**src/rtl/mc_ctrl_fsm.sv**
```systemverilog
`default_nettype none
// ============================================================================
// Module   : mc_ctrl_fsm
// Brief    : Multi-cycle MIPS-subset control sequencer with memory ready stall.
//            Optional memory-timeout trap enabled by defining MC_CTRL_TIMEOUT_EN.
// Revision : 1.0 - initial release
// ============================================================================
module mc_ctrl_fsm #(
    parameter int TIMEOUT_CYCLES = 16,
    parameter int CNT_W          = 32
) (
    input  logic             clk_i,
    input  logic             rst_i,
    input  logic [5:0]       instr_op_i,
    input  logic [5:0]       instr_funct_i,
    input  logic             mem_ready_i,
    output logic             pc_write_o,
    output logic             pc_write_cond_o,
    output logic [1:0]       pc_source_o,
    output logic             iord_o,
    output logic             mem_read_o,
    output logic             mem_write_o,
    output logic             ir_write_o,
    output logic             reg_write_o,
    output logic [1:0]       reg_dst_o,
    output logic [1:0]       mem_to_reg_o,
    output logic             alu_src_a_o,
    output logic [1:0]       alu_src_b_o,
    output logic [3:0]       alu_op_o,
    output logic [1:0]       branch_type_o,
    output logic             illegal_o,
    output logic             trap_o,
    output logic [CNT_W-1:0] instr_count_o,
    output logic [3:0]       state_o
);

    localparam logic [5:0] OP_RTYPE = 6'd0;
    localparam logic [5:0] OP_J     = 6'd2;
    localparam logic [5:0] OP_JAL   = 6'd3;
    localparam logic [5:0] OP_BEQ   = 6'd4;
    localparam logic [5:0] OP_BNEZ  = 6'd5;
    localparam logic [5:0] OP_BLT   = 6'd6;
    localparam logic [5:0] OP_BLE   = 6'd7;
    localparam logic [5:0] OP_ADDI  = 6'd8;
    localparam logic [5:0] OP_ORI   = 6'd13;
    localparam logic [5:0] OP_LI    = 6'd15;
    localparam logic [5:0] OP_LW    = 6'd35;
    localparam logic [5:0] OP_SW    = 6'd43;
    localparam logic [5:0] FN_JR    = 6'h08;

    typedef enum logic [3:0] {
        S_FETCH    = 4'd0,  S_DECODE  = 4'd1,  S_EXEC_R = 4'd2,  S_EXEC_I  = 4'd3,
        S_WB_ALU   = 4'd4,  S_MEM_ADDR = 4'd5, S_MEM_RD = 4'd6,  S_MEM_WR  = 4'd7,
        S_WB_MEM   = 4'd8,  S_BRANCH  = 4'd9,  S_JUMP   = 4'd10, S_JR      = 4'd11,
        S_JAL      = 4'd12, S_LI_WB   = 4'd13, S_ILLEGAL = 4'd14, S_TRAP   = 4'd15
    } state_t;

    state_t           state_q, state_d;
    logic             regdst_rd_q, regdst_rd_d;
    logic [CNT_W-1:0] count_q;
    logic             w_retire;
    logic             w_timeout;

`ifdef MC_CTRL_TIMEOUT_EN
    localparam int TO_W = $clog2(TIMEOUT_CYCLES + 1);

    logic [TO_W-1:0] wait_cnt_q, wait_cnt_d;
    logic            w_waiting;

    // Only the three handshake states can stall; leaving them clears the run.
    assign w_waiting  = !mem_ready_i &&
                        ((state_q == S_FETCH) || (state_q == S_MEM_RD) || (state_q == S_MEM_WR));
    assign wait_cnt_d = w_waiting ? (wait_cnt_q + 1'b1) : '0;
    assign w_timeout  = w_waiting && (wait_cnt_q == TO_W'(TIMEOUT_CYCLES - 1));

    always_ff @(posedge clk_i) begin
        if (rst_i) begin
            wait_cnt_q <= '0;
        end else begin
            wait_cnt_q <= wait_cnt_d;
        end
    end
`else
    // Timeout disabled: constant-false, waits are unbounded.
    assign w_timeout = (TIMEOUT_CYCLES < 0);
`endif

    always_ff @(posedge clk_i) begin
        if (rst_i) begin
            state_q     <= S_FETCH;
            regdst_rd_q <= 1'b0;
            count_q     <= '0;
        end else begin
            state_q     <= state_d;
            regdst_rd_q <= regdst_rd_d;
            if (w_retire) begin
                count_q <= count_q + CNT_W'(1);
            end
        end
    end

    always_comb begin
        state_d         = state_q;
        regdst_rd_d     = regdst_rd_q;
        w_retire        = 1'b0;
        pc_write_o      = 1'b0;
        pc_write_cond_o = 1'b0;
        pc_source_o     = 2'd0;
        iord_o          = 1'b0;
        mem_read_o      = 1'b0;
        mem_write_o     = 1'b0;
        ir_write_o      = 1'b0;
        reg_write_o     = 1'b0;
        reg_dst_o       = 2'd0;
        mem_to_reg_o    = 2'd0;
        alu_src_a_o     = 1'b0;
        alu_src_b_o     = 2'd0;
        alu_op_o        = 4'd0;
        branch_type_o   = 2'd0;
        illegal_o       = 1'b0;
        trap_o          = 1'b0;
        // Strobes are forced quiet while reset is held, whatever the state.
        if (!rst_i) begin
            unique case (state_q)
                S_FETCH: begin
                    mem_read_o  = 1'b1;
                    alu_src_b_o = 2'd1;
                    alu_op_o    = 4'd10;
                    if (mem_ready_i) begin
                        ir_write_o = 1'b1;
                        pc_write_o = 1'b1;
                        state_d    = S_DECODE;
                    end else if (w_timeout) begin
                        state_d = S_TRAP;
                    end
                end
                S_DECODE: begin
                    alu_src_b_o = 2'd3;
                    alu_op_o    = 4'd11;
                    case (instr_op_i)
                        OP_RTYPE:                        state_d = (instr_funct_i == FN_JR) ? S_JR : S_EXEC_R;
                        OP_J:                            state_d = S_JUMP;
                        OP_JAL:                          state_d = S_JAL;
                        OP_BEQ, OP_BNEZ, OP_BLT, OP_BLE: state_d = S_BRANCH;
                        OP_ADDI, OP_ORI:                 state_d = S_EXEC_I;
                        OP_LI:                           state_d = S_LI_WB;
                        OP_LW, OP_SW:                    state_d = S_MEM_ADDR;
                        default:                         state_d = S_ILLEGAL;
                    endcase
                end
                S_EXEC_R: begin
                    alu_src_a_o = 1'b1;
                    regdst_rd_d = 1'b1;
                    state_d     = S_WB_ALU;
                end
                S_EXEC_I: begin
                    alu_src_a_o = 1'b1;
                    alu_src_b_o = 2'd2;
                    alu_op_o    = (instr_op_i == OP_ORI) ? 4'd7 : 4'd6;
                    regdst_rd_d = 1'b0;
                    state_d     = S_WB_ALU;
                end
                S_WB_ALU: begin
                    reg_write_o = 1'b1;
                    reg_dst_o   = regdst_rd_q ? 2'd1 : 2'd0;
                    w_retire    = 1'b1;
                    state_d     = S_FETCH;
                end
                S_MEM_ADDR: begin
                    alu_src_a_o = 1'b1;
                    alu_src_b_o = 2'd2;
                    alu_op_o    = (instr_op_i == OP_SW) ? 4'd9 : 4'd8;
                    state_d     = (instr_op_i == OP_SW) ? S_MEM_WR : S_MEM_RD;
                end
                S_MEM_RD: begin
                    iord_o     = 1'b1;
                    mem_read_o = 1'b1;
                    if (mem_ready_i) begin
                        state_d = S_WB_MEM;
                    end else if (w_timeout) begin
                        state_d = S_TRAP;
                    end
                end
                S_MEM_WR: begin
                    iord_o      = 1'b1;
                    mem_write_o = 1'b1;
                    if (mem_ready_i) begin
                        w_retire = 1'b1;
                        state_d  = S_FETCH;
                    end else if (w_timeout) begin
                        state_d = S_TRAP;
                    end
                end
                S_WB_MEM: begin
                    reg_write_o  = 1'b1;
                    mem_to_reg_o = 2'd1;
                    w_retire     = 1'b1;
                    state_d      = S_FETCH;
                end
                S_BRANCH: begin
                    alu_src_a_o     = 1'b1;
                    pc_write_cond_o = 1'b1;
                    pc_source_o     = 2'd1;
                    // Branch opcodes 4..7 differ only in their two low bits.
                    case (instr_op_i[1:0])
                        2'd0:    begin alu_op_o = 4'd2; branch_type_o = 2'd0; end
                        2'd1:    begin alu_op_o = 4'd3; branch_type_o = 2'd3; end
                        2'd2:    begin alu_op_o = 4'd4; branch_type_o = 2'd2; end
                        default: begin alu_op_o = 4'd5; branch_type_o = 2'd1; end
                    endcase
                    w_retire = 1'b1;
                    state_d  = S_FETCH;
                end
                S_JUMP: begin
                    pc_write_o  = 1'b1;
                    pc_source_o = 2'd2;
                    w_retire    = 1'b1;
                    state_d     = S_FETCH;
                end
                S_JR: begin
                    pc_write_o  = 1'b1;
                    pc_source_o = 2'd3;
                    w_retire    = 1'b1;
                    state_d     = S_FETCH;
                end
                S_JAL: begin
                    pc_write_o   = 1'b1;
                    pc_source_o  = 2'd2;
                    reg_write_o  = 1'b1;
                    reg_dst_o    = 2'd2;
                    mem_to_reg_o = 2'd3;
                    w_retire     = 1'b1;
                    state_d      = S_FETCH;
                end
                S_LI_WB: begin
                    reg_write_o  = 1'b1;
                    mem_to_reg_o = 2'd2;
                    w_retire     = 1'b1;
                    state_d      = S_FETCH;
                end
                S_ILLEGAL: begin
                    illegal_o = 1'b1;
                    state_d   = S_FETCH;
                end
                S_TRAP: begin
`ifdef MC_CTRL_TIMEOUT_EN
                    trap_o = 1'b1;
`endif
                    state_d = S_TRAP;
                end
                default: state_d = S_FETCH;
            endcase
        end
    end

    assign instr_count_o = count_q;
    assign state_o       = state_q;

endmodule
`default_nettype wire

```
**config.mk**
```make
export PLATFORM = sky130hd
export DESIGN_NAME = mc_ctrl_fsm
export DESIGN_NICKNAME = d
export VERILOG_FILES = /design/src/rtl/mc_ctrl_fsm.sv
export SDC_FILE = /design/constraint.sdc
export NUM_CORES = 1
export LEC_CHECK = 0
export ABC_CLOCK_PERIOD_IN_PS = 2700
export CAP_MARGIN = 20
export CORE_UTILIZATION = 35
export DETAILED_ROUTE_END_ITERATION = 7
export SETUP_SLACK_MARGIN = 0.1
export SLEW_MARGIN = 40
export SYNTH_ARGS = -nofsm -noshare
export SYNTH_HDL_FRONTEND = slang
export SYNTH_SLANG_ARGS = --single-unit
export TNS_END_PERCENT = 10
```
**constraint.sdc**
```tcl
create_clock -name clk_i -period 2.7 [get_ports clk_i]
set_input_delay 0.27 -clock clk_i [delete_from_list [all_inputs] [get_ports clk_i]]
set_output_delay 0.27 -clock clk_i [all_outputs]
set_load 0.02 [all_outputs]
```
==> results of run 1 <==
## synthesized netlist by cell type, drive strengths merged (5+ instances only)
cell    count  area, um^2
dfxtp      37         741
nor2       37         139
a21oi      26         130
nand2      23        88.8
buf        17         131
or4        17         128
o31ai      16         120
nor2b      15        93.8
mux2       13         146
clkbuf     12        45.0
nand2b     11        68.8
nand4      11        90.1
nor4       11        83.8
nand3       9        50.1
and4        7        61.3
a221oi      6        58.8
and3        6        37.5
ha          6        75.1
nor4b       6        52.6
and2        5        31.3
inv         5        18.8
nor3        5        25.0
o21ai       5        25.0
## layout make-up
class | instances | area (um^2)
Clock buffer | 7 | 86.3
Inverter | 5 | 18.8
Fill cell | 755 | 3930
Sequential cell | 37 | 743
Multi-Input combinational cell | 277 | 1880
Timing Repair Buffer | 96 | 911
Tap cell | 102 | 128
Clock inverter | 1 | 30.0
## kinds of logic after synthesis
logic type / Yosys count / share of synthesized area (%)
AOI/OAI and AO/OA: 71 / 17.9
xor gates and xnor gates: 3 / 0.939
adders and majority gates: 6 / 2.68
buffers and inverters: 34 / 6.97
DFF: 37 / 26.5
muxes: 14 / 5.59
other: 1 / 0.134
and+or+nand+nor: 182 / 39.4
## where the power goes
| part | switching (mW) | internal (mW) |
|---|---|---|
| sequential | 0.0757 | 0.582 |
| clock | 0.207 | 0.301 |
| combinational | 0.587 | 0.453 |
## metrics by stage
stage	hold WS (ps)	total power, mW	instances	util, %
final	380	2.21	525	49.1
after global routing	406	2.34	525	49.1
after global placement	490	1.70	517	47.4
after floorplan	453	1.35	348	-
after detailed placement	489	1.70	517	47.4
after CTS	375	2.21	525	48.9
## state kept, by name, indices dropped and copies added (netlist names)
signal         flops
state_o            4
regdst_rd_q        1
instr_count_o     32
## cell usage in the layout (no fill, tap or decap), types with 2 or more instances in the layout
| master | instances |
|---|---|
| nor2_1 | 37 |
| and2_1 | 5 |
| nand2b_1 | 11 |
| mux2_1 | 7 |
| nand4_1 | 9 |
| a31oi_1 | 2 |
| dfxtp_1 | 35 |
| and3_1 | 6 |
| clkdlybuf4s50_1 | 67 |
| nand3_1 | 8 |
| a211oi_1 | 2 |
| nor3_1 | 5 |
| or2_2 | 3 |
| nor4b_1 | 6 |
| nor4_1 | 10 |
| and4_1 | 7 |
| or3_1 | 4 |
| o21ai_0 | 4 |
| inv_1 | 5 |
| a221oi_1 | 5 |
| mux2_2 | 6 |
| and4b_1 | 2 |
| or4_1 | 17 |
| nor2b_1 | 14 |
| dfxtp_2 | 2 |
| clkbuf_8 | 6 |
| o31ai_1 | 16 |
| nand2_1 | 22 |
| nor3b_1 | 2 |
| ha_1 | 6 |
| dlymetal6s2s_1 | 5 |
| buf_4 | 23 |
| nand3b_1 | 3 |
| xnor2_1 | 2 |
| a2111oi_2 | 2 |
| a21oi_1 | 26 |
## worst min-delay path by stage
stage / start / end / depth (start not counted)
after floorplan: mem_ready_i / state_o[1]$_SDFFE_PP0P_ / 2
after global placement: instr_count_o[5]$_SDFFE_PP0P_ / instr_count_o[5]$_SDFFE_PP0P_ / 2
after detailed placement: instr_count_o[13]$_SDFFE_PP0P_ / instr_count_o[13]$_SDFFE_PP0P_ / 2
after CTS: rst_i / regdst_rd_q$_SDFFE_PP0N_ / 2
after global routing: rst_i / regdst_rd_q$_SDFFE_PP0N_ / 2
final: rst_i / regdst_rd_q$_SDFFE_PP0N_ / 2
## per-layer routing
layer  up-vias  track usage, %  routed length [um]
met5         -               0                   0
met4         0            4.89                  89
met3        11            3.43                 472
met2        98            30.8                3700
met1      1440            25.8                3800
li1       1457               -                   -
==> summary.txt, run 1 <==
Placed design
  • Placed Area: 3660 um^2
  • Routability congestion estimate: 0.818
  • Pre-CTS setup slack: 15.2 ps
  • IO buf count: 73
  • Detailed Place HPWL: 5820 um

Layout
  • NumNets Final: 443
  • Syn-to-layout area delta: 35.5%
  • Post-route cell area: 3790 um^2
  • Number of inserted diodes: 0
  • Layout cells sized above 1: 12.8%

Clocking
  • Max clock buf depth: 2
  • CTS buffer count: 5
  • Hold_buf cts: 0
  • H-tree Lvls: 2
  • Clk slew on worst S/H paths: 70 ps
  • TritonCTS clock tree: yes
  • Post-CTS resize count: 1
  • Root Driver: clkbuf_8
  • Setup Fix Bufs, Post-CTS: 0
  • Sink Count: 37
  • Worst-Skew Late Latency: 290 ps

Setup path
  • Worst Setup SP: state_o[2]$_SDFFE_PP0P_
  • Crit-path max FO: 16
  • Reg2Reg Capture Point: instr_count_o[20]$_SDFFE_PP0P_
  • Worst Setup Start Kind: flop
  • Reg2reg setup slack: 410 ps
  • Critical path class: reg -> out
  • CP peak stage delay: 540 ps
  • Worst r2r path cells: 5
  • Worst Setup EP: pc_write_o
  • Critical Path AT: 2220 ps
  • Crit-path slowest cell: clkdlybuf4s50_1
  • Critical path depth in cells: 7
  • CP required: 2430 ps
  • Crit-path leading delay family: buffers and inverters
  • RR Startpoint: state_o[1]$_SDFFE_PP0P_
  • Critical path endpoint category: primary output
  • CP bufs+invs: 3
  • Chain of cells forming the critical path: buf_4 -> buf_4 -> nor2b_2 -> nor2_1 -> nor2_1 -> or2_2 -> clkdlybuf4s50_1

Route
  • Initial detailed-routing violation count: 176
  • DRT Pass-1 Iters: 5
  • Antenna Nets Post-Route: 0
  • Vias per Instance: 5.73
  • WL/cell: 15.4 um
  • Vias: 3,006
  • DRC: 0
  • Final wirelength: 8070 um

Floorplan
  • Ports: 75
  • Initial Utilization: 36.2%
  • Num rows: 32
  • Die Span Y: 91.4 um
  • Die ar.: 8360 um^2
  • Core area: 7730 um^2
  • Chip width: 91.4 um

Timing
  • Final Max Tran Viols: 0
  • Final hold violation count: 0
  • Setup ws final: 214 ps
  • Min cycle time layout: 2490 ps
  • Least-Margin Pin Slew: 559 ps
  • Worst slew margin: 62.7%
  • # setup viols final: 0
  • Setup tns final: 0 ps
  • Fmax: 402 MHz
  • Unrepaired setup endpoints after global routing: true
  • Tcrit/Tclk final: 92.1%
  • Worst Skew: 9.82 ps

Global route
  • Tot GR Track Use: 19.0%
  • Largest net degree at the start of global routing: 35
  • Gr ovfl total: 0
  • Vias in the first global route: 2,697
  • Initial antenna violation count: 0
  • First-pass GRT wire length: 13,100 um

Synthesis
  • Seq cells post-synth: 37
  • Syn avg cell area: 8.05 um^2
  • Post-synth top flop: dfxtp_1
  • Syn Nets: 369
  • FFs w/ async S/R, synth: 0%
  • Synth cell types: 63
  • Sequential-to-total area share from yosys stat: 26.5%
  • Synthesis Warnings: 0
  • Post-Syn Instances: 348
  • Number of synthesized flops with an enable pin: 0
  • Cell area after synthesis: 2800 um^2

Pwr
  • Pwr Density: 581 nW/um^2
  • Leakage: 1.39 nW
  • Peak VDD IR: 0.284 mV

Worst hold path
  • Tightest Hold Check Type: in -> reg

Job
  • Max-cap violations: 0

Outcome
  • Status: completed
(Power assumes the default switching activity.)
==> inputs of run 2 (changes only) <==
Settings changed: SLEW_MARGIN 40 to unset.
==> results of run 2 <==
Same layout as run 1: the final DEF is identical, and so are final timing and power.
